--- src/rtl/maze_mem_if.sv ---
// maze_mem_if: grid SRAM port, the wave engine drives it and the SRAM answers
interface maze_mem_if #(parameter int DATA_WIDTH = 8, parameter int ADDR_WIDTH = 6);
  logic [ADDR_WIDTH-1:0] mem_address;
  logic [DATA_WIDTH-1:0] mem_data_in;
  logic [DATA_WIDTH-1:0] mem_data_out;
  logic mem_cs;
  logic mem_we;
  modport master(output mem_address, mem_data_in, mem_cs, mem_we, input mem_data_out);
  modport slave(input mem_address, mem_data_in, mem_cs, mem_we, output mem_data_out);
endinterface

--- src/rtl/maze_wave_engine.sv ---
// maze_wave_engine: Lee wavefront expander labelling grid cells with BFS distance from a source
module maze_wave_engine #(
  parameter int DATA_WIDTH = 8,
  parameter int ADDR_WIDTH = 6,
  parameter int GRID_W = 8,
  parameter int GRID_H = 8
) (
  input  logic clk,
  input  logic rst,
  input  logic start,
  input  logic [ADDR_WIDTH-1:0] src_addr,
  input  logic [ADDR_WIDTH-1:0] tgt_addr,
  maze_mem_if.master mem,
  output logic busy,
  output logic done,
  output logic found,
  output logic [DATA_WIDTH-1:0] path_len
);
  typedef enum logic [3:0] {
    IDLE, TGT_RD, TGT_WAIT, SRC_RD, SRC_WAIT, SEED_WR, SCAN_RD, SCAN_WAIT,
    NB_RD, NB_WAIT, NB_WR, PASS_END, DONE
  } state_t;
  localparam logic [ADDR_WIDTH-1:0] GW = ADDR_WIDTH'(GRID_W);
  localparam logic [ADDR_WIDTH-1:0] LAST = ADDR_WIDTH'(GRID_W * GRID_H - 1);
  localparam logic [ADDR_WIDTH-1:0] A1 = ADDR_WIDTH'(1);
  localparam logic [DATA_WIDTH-1:0] D1 = DATA_WIDTH'(1);
  localparam logic [DATA_WIDTH-1:0] BLK = DATA_WIDTH'(255);
  localparam logic [DATA_WIDTH-1:0] CAP = DATA_WIDTH'(254);
  state_t state, state_n, adv_state, step_state;
  logic [ADDR_WIDTH-1:0] src, src_n, tgt, tgt_n, scan, scan_n, col, row, nb_addr, adv_scan, step_scan;
  logic [DATA_WIDTH-1:0] label, label_n, len_n;
  logic progress, progress_n, found_n;
  logic [1:0] nb, nb_n;
  logic [3:0] valid;
  logic [2:0] nxt0, nxt1;
  // lowest in-grid neighbour index at or after 'from'; 4 means none left
  function automatic logic [2:0] first_nb(input logic [3:0] v, input logic [2:0] from);
    first_nb = 3'd4;
    for (int i = 3; i >= 0; i--) if (v[i] && 3'(i) >= from) first_nb = 3'(i);
  endfunction
  assign col = scan % GW;
  assign row = scan / GW;
  assign valid = {col != '0, row != ADDR_WIDTH'(GRID_H - 1), col != GW - A1, row != '0};
  assign nb_addr = nb == 2'd0 ? scan - GW : nb == 2'd1 ? scan + A1 : nb == 2'd2 ? scan + GW : scan - A1;
  assign nxt0 = first_nb(valid, 3'd0);
  assign nxt1 = first_nb(valid, {1'b0, nb} + 3'd1);
  assign adv_state = scan == LAST ? PASS_END : SCAN_RD;
  assign adv_scan = scan == LAST ? scan : scan + A1;
  assign step_state = nxt1[2] ? adv_state : NB_RD;
  assign step_scan = nxt1[2] ? adv_scan : scan;
  assign busy = state != IDLE && state != DONE;
  assign done = state == DONE;
  always_comb begin
    state_n = state;
    src_n = src;
    tgt_n = tgt;
    scan_n = scan;
    label_n = label;
    progress_n = progress;
    nb_n = nb;
    found_n = found;
    len_n = path_len;
    mem.mem_cs = 1'b0;
    mem.mem_we = 1'b0;
    mem.mem_address = '0;
    mem.mem_data_in = '0;
    case (state)
      IDLE, DONE: if (start) begin
        src_n = src_addr;
        tgt_n = tgt_addr;
        found_n = src_addr == tgt_addr;
        len_n = '0;
        state_n = src_addr == tgt_addr ? DONE : TGT_RD;
      end
      TGT_RD: begin
        mem.mem_cs = 1'b1;
        mem.mem_address = tgt;
        state_n = TGT_WAIT;
      end
      TGT_WAIT: state_n = mem.mem_data_out == BLK ? DONE : SRC_RD;
      SRC_RD: begin
        mem.mem_cs = 1'b1;
        mem.mem_address = src;
        state_n = SRC_WAIT;
      end
      SRC_WAIT: state_n = mem.mem_data_out == BLK ? DONE : SEED_WR;
      SEED_WR: begin
        mem.mem_cs = 1'b1;
        mem.mem_we = 1'b1;
        mem.mem_address = src;
        mem.mem_data_in = D1;
        label_n = D1;
        progress_n = 1'b0;
        scan_n = '0;
        state_n = SCAN_RD;
      end
      SCAN_RD: begin
        mem.mem_cs = 1'b1;
        mem.mem_address = scan;
        state_n = SCAN_WAIT;
      end
      SCAN_WAIT: begin
        state_n = mem.mem_data_out == label && !nxt0[2] ? NB_RD : adv_state;
        scan_n = mem.mem_data_out == label && !nxt0[2] ? scan : adv_scan;
        nb_n = nxt0[1:0];
      end
      NB_RD: begin
        mem.mem_cs = 1'b1;
        mem.mem_address = nb_addr;
        state_n = NB_WAIT;
      end
      NB_WAIT: begin
        state_n = mem.mem_data_out == '0 ? NB_WR : step_state;
        scan_n = mem.mem_data_out == '0 ? scan : step_scan;
        nb_n = mem.mem_data_out == '0 ? nb : nxt1[1:0];
      end
      NB_WR: begin
        mem.mem_cs = 1'b1;
        mem.mem_we = 1'b1;
        mem.mem_address = nb_addr;
        mem.mem_data_in = label + D1;
        progress_n = 1'b1;
        state_n = nb_addr == tgt ? DONE : step_state;
        scan_n = nb_addr == tgt ? scan : step_scan;
        nb_n = nxt1[1:0];
        found_n = nb_addr == tgt;
        len_n = nb_addr == tgt ? label : path_len;
      end
      PASS_END: begin
        state_n = !progress || label + D1 == CAP ? DONE : SCAN_RD;
        label_n = !progress || label + D1 == CAP ? label : label + D1;
        progress_n = 1'b0;
        scan_n = '0;
      end
      default: state_n = IDLE;
    endcase
  end
  always_ff @(posedge clk) begin
    if (rst) begin
      state <= IDLE;
      src <= '0;
      tgt <= '0;
      scan <= '0;
      label <= '0;
      progress <= 1'b0;
      nb <= '0;
      found <= 1'b0;
      path_len <= '0;
    end else begin
      state <= state_n;
      src <= src_n;
      tgt <= tgt_n;
      scan <= scan_n;
      label <= label_n;
      progress <= progress_n;
      nb <= nb_n;
      found <= found_n;
      path_len <= len_n;
    end
  end
endmodule
--- src/flat_wrapper.sv ---
// flat-port wrapper written by rule: the top's interface ports become plain ports
module maze_wave_engine_flat 
#(
  parameter int DATA_WIDTH = 8,
  parameter int ADDR_WIDTH = 6,
  parameter int GRID_W = 8,
  parameter int GRID_H = 8
)
  (clk, rst, start, src_addr, tgt_addr, busy, done, found, path_len, mem_mem_address, mem_mem_data_in, mem_mem_cs, mem_mem_we, mem_mem_data_out);
  maze_mem_if #(.DATA_WIDTH(DATA_WIDTH), .ADDR_WIDTH(ADDR_WIDTH)) mem_i ();
  input  logic clk;
  input  logic rst;
  input  logic start;
  input  logic [ADDR_WIDTH-1:0] src_addr;
  input  logic [ADDR_WIDTH-1:0] tgt_addr;
  output logic busy;
  output logic done;
  output logic found;
  output logic [DATA_WIDTH-1:0] path_len;
  output wire logic [$bits(mem_i.mem_address)-1:0] mem_mem_address;
  output wire logic [$bits(mem_i.mem_data_in)-1:0] mem_mem_data_in;
  output wire logic [$bits(mem_i.mem_cs)-1:0] mem_mem_cs;
  output wire logic [$bits(mem_i.mem_we)-1:0] mem_mem_we;
  input wire logic [$bits(mem_i.mem_data_out)-1:0] mem_mem_data_out;
  assign mem_mem_address = mem_i.mem_address;
  assign mem_mem_data_in = mem_i.mem_data_in;
  assign mem_mem_cs = mem_i.mem_cs;
  assign mem_mem_we = mem_i.mem_we;
  assign mem_i.mem_data_out = mem_mem_data_out;
  maze_wave_engine #(.DATA_WIDTH(DATA_WIDTH), .ADDR_WIDTH(ADDR_WIDTH), .GRID_W(GRID_W), .GRID_H(GRID_H)) u_core (.clk(clk), .rst(rst), .start(start), .src_addr(src_addr), .tgt_addr(tgt_addr), .mem(mem_i), .busy(busy), .done(done), .found(found), .path_len(path_len));
endmodule
--- config.mk ---
export PLATFORM = sky130hd
export DESIGN_NAME = maze_wave_engine_flat
export DESIGN_NICKNAME = d
export VERILOG_FILES = /design/src/rtl/maze_mem_if.sv /design/src/rtl/maze_wave_engine.sv /design/src/flat_wrapper.sv
export SDC_FILE = /design/constraint.sdc
export NUM_CORES = 1
export LEC_CHECK = 0
export CORE_MARGIN = 2
export CORE_UTILIZATION = 40
export CTS_CLUSTER_SIZE = 16
export DETAILED_ROUTE_END_ITERATION = 7
export PLACE_DENSITY = 0.71
export SYNTH_ARGS = -nofsm -noshare
export SYNTH_HDL_FRONTEND = slang
export SYNTH_SLANG_ARGS = --single-unit
--- constraint.sdc ---
create_clock -name clk -period 7.2 [get_ports clk]
set_input_delay 1.44 -clock clk [delete_from_list [all_inputs] [get_ports clk]]
set_output_delay 1.44 -clock clk [all_outputs]
set_load 0.01 [all_outputs]
# --- After elaboration in Yosys (flattened, before gate mapping) ---
# Index checks and enable logic that the tools add are counted.
word_totals:
  regBits: 42
  in_bits: 23
  wordCells: 122
  output_inout_bits: 27
op_classes:
  n_reduce_logical: 32
  n_addsub: 6
  n_eq_ne: 29
  order_cmp: 4
  n_mux: 42
op_table:
  columns: ["op", "count"]
  rows:
  - ["6-bit 2-to-1 mux", 8]
  - ["4-bit case mux with 12 select lines", 1]
  - ["6-bit case mux with 4 select lines", 2]
  - ["8-bit case mux with 2 select lines", 3]
  - ["4-bit 2-to-1 mux", 10]
  - ["3-bit 2-to-1 mux", 8]
  - ["8-bit 2-to-1 mux", 3]
  - ["4-bit equality test, second input constant", 5]
  - ["4-bit by 3-bit equality test with 1-bit output, second input constant", 4]
  - ["8-bit equality test, second input constant", 2]
  - ["6-bit equality test", 2]
  - ["6-bit nonzero test", 2]
  - ["2-bit != test, second input constant", 5]
  - ["2-bit OR reduction", 5]
  - ["8-bit by 1-bit adder with 8-bit output, second input constant", 1]
  - ["4-bit by 2-bit equality test with 1-bit output, second input constant", 2]
  - ["8-bit equality test", 1]
  - ["8-bit logical NOT", 1]
  - ["2-bit AND reduction", 4]
  - ["4-bit nonzero test", 2]
  - ["6-bit by 1-bit adder with 6-bit output, second input constant", 1]
  - ["6-bit by 4-bit adder with 6-bit output, second input constant", 1]
  - ["6-bit equality test, second input constant", 1]
  - ["1-bit by 3-bit >= comparator with 1-bit output, first input constant", 2]
  - ["other kinds (24)", 37]

# --- Logic depth before layout (Yosys ltp) ---
depth:
  depth_word: 10
  ltp_mapped: 11
  ltp_nobuf: 10

# --- Worst setup path before layout ---
# Ideal clock, no wire load.
synth_path:
  kind: "register -> output"
  startpoint: "reg u_core.state[3]"
  endpoint: "out mem_mem_address[2]"
  path_buffers: 1
  slack_ps: 4145
  stages_incl_launch_ff: 9
  required_ps: 5760
  t_arrival_ps: 1615
  cell_sequence: "dfxtp_1 > inv_1 > ha_1 > clkbuf_1 > nor2b_1 > a21oi_1 > nor2b_1 > a222oi_1 > o21ai_0"
synth_between:
  elab_chain_len: 3
  elab_cells_between_ends: 9
  classes_between: "eq/ne: 6; mux: 1; reduce/logical: 2"
synth_rtl:
  columns: ["item", "line_no", "text"]
  rows:
  - ["start, declared", "maze_wave_engine.sv:29", "state_t state, state_n, adv_state, step_state;"]
  - ["start signal, assigned", "maze_wave_engine.sv:150", "state <= state_n;"]
  - ["4-bit equality test, or another cell as far along", "maze_wave_engine.sv:67", "case (state)"]
  - ["2-bit OR reduction (no line)", null, null]
  - ["6-bit case mux with 4 select lines (*)", "maze_wave_engine.sv:67", null]
  - ["end, declared", "flat_wrapper.sv:20", "output wire logic [$bits(mem_i.mem_address)-1:0] mem_mem_address;"]
# Mark *: on every way between the ends. The rest lies on a longest branch, timed or not.

# --- Final worst setup path ---
layout_path:
  startpoint: "reg u_core.state[2]"
  endpoint: "out mem_mem_data_in[0]"
layout_between:
  elab_chain_len: 2
  elab_cells_between_ends: 3
  classes_between: "eq/ne: 2; mux: 1"
layout_rtl:
  columns: ["item", "line_no", "text"]
  rows:
  - ["4-bit equality test / 4-bit by 3-bit equality test with 1-bit output (equally long branches)", "maze_wave_engine.sv:67", null]
  - ["8-bit case mux with 2 select lines (*)", "maze_wave_engine.sv:67", null]
  - ["end, declared", "flat_wrapper.sv:21", "output wire logic [$bits(mem_i.mem_data_in)-1:0] mem_mem_data_in;"]
# Marked as above.

==> results.md <==
- Hold Path Origin: u_core.src[1]
- Number of synthesized flops with an enable pin: 0
- Final wirelength: 9190 µm
- Final Skew: 12.2 ps
- Final period util: 58.3%
- Clock Power Share: 29.0%
- Initial antenna violation count: 0
- Die X-Extent: 95.6 µm
- Reg2Reg Setup Slack: 4140 ps
- Final HPWL DP: 6830 µm
- CTS Buf Count: 5
- Port Buffers: 49
- Vias post-DR: 3300
- Max cap viols: 0
- Comb pwr share: 25.2%
- Net Sw Frac: 34.8%
- Area delta synth->final: 16.9%
- H-tree levels: 2
- Final #Nets: 502
- Avg WL per Cell: 16.1 µm
- Yosys warning count: 0
- R2R depth: 9
- Ys async rst share: 0%
- I/O Pins: 50
- LEAKAGE: 1.33 nW
- R2r endpoint: u_core.scan[5]
- Gr usage total: 21.3%
- First-pass GRT wire length: 15300 µm
- Largest net degree at the start of global routing: 47
- Crit path max fanout: 14
- DP Cell Count: 562
- Post-synthesis sequential area ratio: 25.0%
- Pint: 0.384 mW
- Inserted Diodes: 0
- Min Clock Period, post-route: 4200 ps
- Final Instance Count excl. Fillers: 570
- Crit end category: output port
- Yosys cell types: 73
- Final Util: 48.0%
- Hold/Removal Path Class: flip-flop to flip-flop
- Via count of the first global-routing pass: 3095
- Total Power: 0.589 mW
- DR vias/cell: 5.79
- Clock sink total: 42
- Final antenna-violating net count: 0
- CTS tree: done
- Unrepaired setup endpoints after global routing: false
- Die Span Y: 95.6 µm
- WHS Path Cells: 2
- Max Slew Vio Count: 0
- Number of DRC markers in iteration 0: 290
- Syn_nets: 473
- Total congestion overflow: 0
- Share of layout cells above drive strength 1: 7.31%
- Mean Syn Cell Area: 7.72 µm²
- Final hold violations: 0
- Outcome: finished clean
- Fmax: 238 MHz
- FF-to-FF Start: u_core.state[2]
- WS Path Type: flip-flop to output port
- Hold Slack: 466 ps
- Switching Power: 0.205 mW
- Worst-Skew Late Latency: 310 ps
- Pwr/cell area: 150 nW/µm²
- Startpoint types: flip-flop
- Seq cells post-synth: 42
- Worst-margin pin slew: 1140 ps
- Clock transition at the registers of the reported paths: 90 ps
- Setup Fix Bufs, Post-CTS: 0
- Root Buffer: clkbuf_8
- Most common flop cell mapped by yosys: dfxtp_1
- Core box area: 8180 µm²
- # resized after CTS: 0
- RePlAce Congestion: 0.928
- Die area: 9140 µm²
- Peak VDD IR: 0.0745 mV
- Maximum buffer depth of the clock tree: 2
- Site row count: 33
- Mapped Area: 3360 µm²
- Slew headroom: 24.1%
- DRC viols: 0
- Sequential power share: 45.8%
- CP required: 5760 ps
- Initial Utilization: 41.1%
- Setup TNS: 0 ps
- Worst-case hold path end point: u_core.src[1]
- Pre-antenna DRT Iters: 6
- Worst Path Arrival: 2760 ps
- Final setup fails: 0
- Hold_buf cts: 0
- Syn Inst Count: 435
power by group through the flow:
stage,combinational [mW],clock (mW),sequential [mW]
global placement,0.147,0,0.274
detailed placement,0.148,0,0.274
CTS,0.149,0.175,0.269
finish,0.148,0.171,0.270
global route,0.163,0.183,0.272
floorplan,0.111,0,0.258
registers in the layout (all words and copies together), names as in the netlist:
register and count:
u_core.label 8, u_core.path_len 8, u_core.scan 6, u_core.src 6
u_core.tgt 6, u_core.state 4, u_core.nb 2, u_core.found 1
u_core.progress 1
worst max-delay path, cell delays in order, from the launching register on:
cell	delay (ps)
dfxtp_1	350
inv_1	90
ha_1	380
inv_2	120
nor2_1	270
nand2_1	380
o21ai_0	290
clkdlybuf4s50_1	570
per-layer routing:
layer  global-route usage (%)  vias up  share of wire, %
met4                     5.48        0               1.4
met5                        0        -                 0
li1                         -     1630                 -
met2                     35.1      109                47
met1                     28.1     1552                46
met3                     4.74        9               5.9
how the worst max path moves through the flow:
| stage | cells after the start | from | slack (ps) | endpoint |
|---|---|---|---|---|
| floorplan | 8 | u_core.state[3] | 4140 | mem_mem_address[2] |
| global placement | 7 | u_core.state[2] | 3360 | mem_mem_data_in[0] |
| CTS | 7 | u_core.state[2] | 2980 | mem_mem_data_in[0] |
| detailed placement | 7 | u_core.state[2] | 3350 | mem_mem_data_in[0] |
| global route | 8 | u_core.state[3] | 2790 | mem_mem_address[2] |
| finish | 7 | u_core.state[2] | 3000 | mem_mem_data_in[0] |
cell usage after synthesis (4+ instances only):
library cell	instances	area, µm²
nand3_1	19	95.1
clkbuf_1	15	56.3
inv_1	11	41.3
a21boi_0	6	45.0
o21ai_0	20	100
and4_2	7	70.1
nand2_1	55	206
buf_2	5	25.0
xor2_1	13	114
dfxtp_1	42	841
xnor2_1	17	149
nor3_1	5	25.0
a31oi_1	8	50.1
nor2_1	43	161
and2_1	4	25.0
nor2b_1	10	62.6
or3_1	10	62.6
o21ai_1	4	20.0
nand4_1	5	31.3
ha_1	15	188
a222oi_1	5	50.1
a21oi_1	35	175
buf_6	4	45.0
nand2b_1	4	25.0
o31ai_1	5	37.5
kinds of logic (layout without fill, tap and decap cells):
family | Yosys count | after routing | synth area share [%]
XOR/XNOR | 33 | 33 | 9.80
buffers and inverters | 42 | 72 | 6.33
multiplexers | 4 | 4 | 1.38
AO/OA/AOI/OAI | 116 | 116 | 23.6
adder cells (fa/ha/maj) | 15 | 15 | 5.59
flip-flops | 42 | 42 | 25.0
AND/OR/NAND/NOR | 183 | 183 | 28.2
cell usage in the layout, fill, tap and decap left out, drive strengths merged, types with 4 or more instances in the layout:
cell type and n:
nand2 55, clkdlybuf4s50 49, nor2 44, dfxtp 42, a21oi 35, o21ai 24
nand3 20, xnor2 19, inv 16, ha 15, xor2 13, nor2b 10
or3 10, a31oi 9, and4 7, a21boi 7, and2 6, a222oi 5
nand4 5, nor3 5, o31ai 5, clkbuf 5, nand2b 4, nor4 4
through the flow:
stage	area, µm²	setup WS, ps
floorplan	3360	4140
global placement	3830	3360
detailed placement	3830	3350
CTS	3930	2980
global route	3930	2790
finish	3930	3000
final cells by class:
cell class | instances | area (µm²)
fill | 821 | 4250
multi-input combinational | 351 | 2300
sequential | 42 | 841
timing repair buffer | 51 | 505
tap | 105 | 131
clock buffer | 5 | 68.8
inverter | 13 | 48.8
clock inverter | 3 | 26.3
Note: power is estimated with default switching activity, not from simulation.
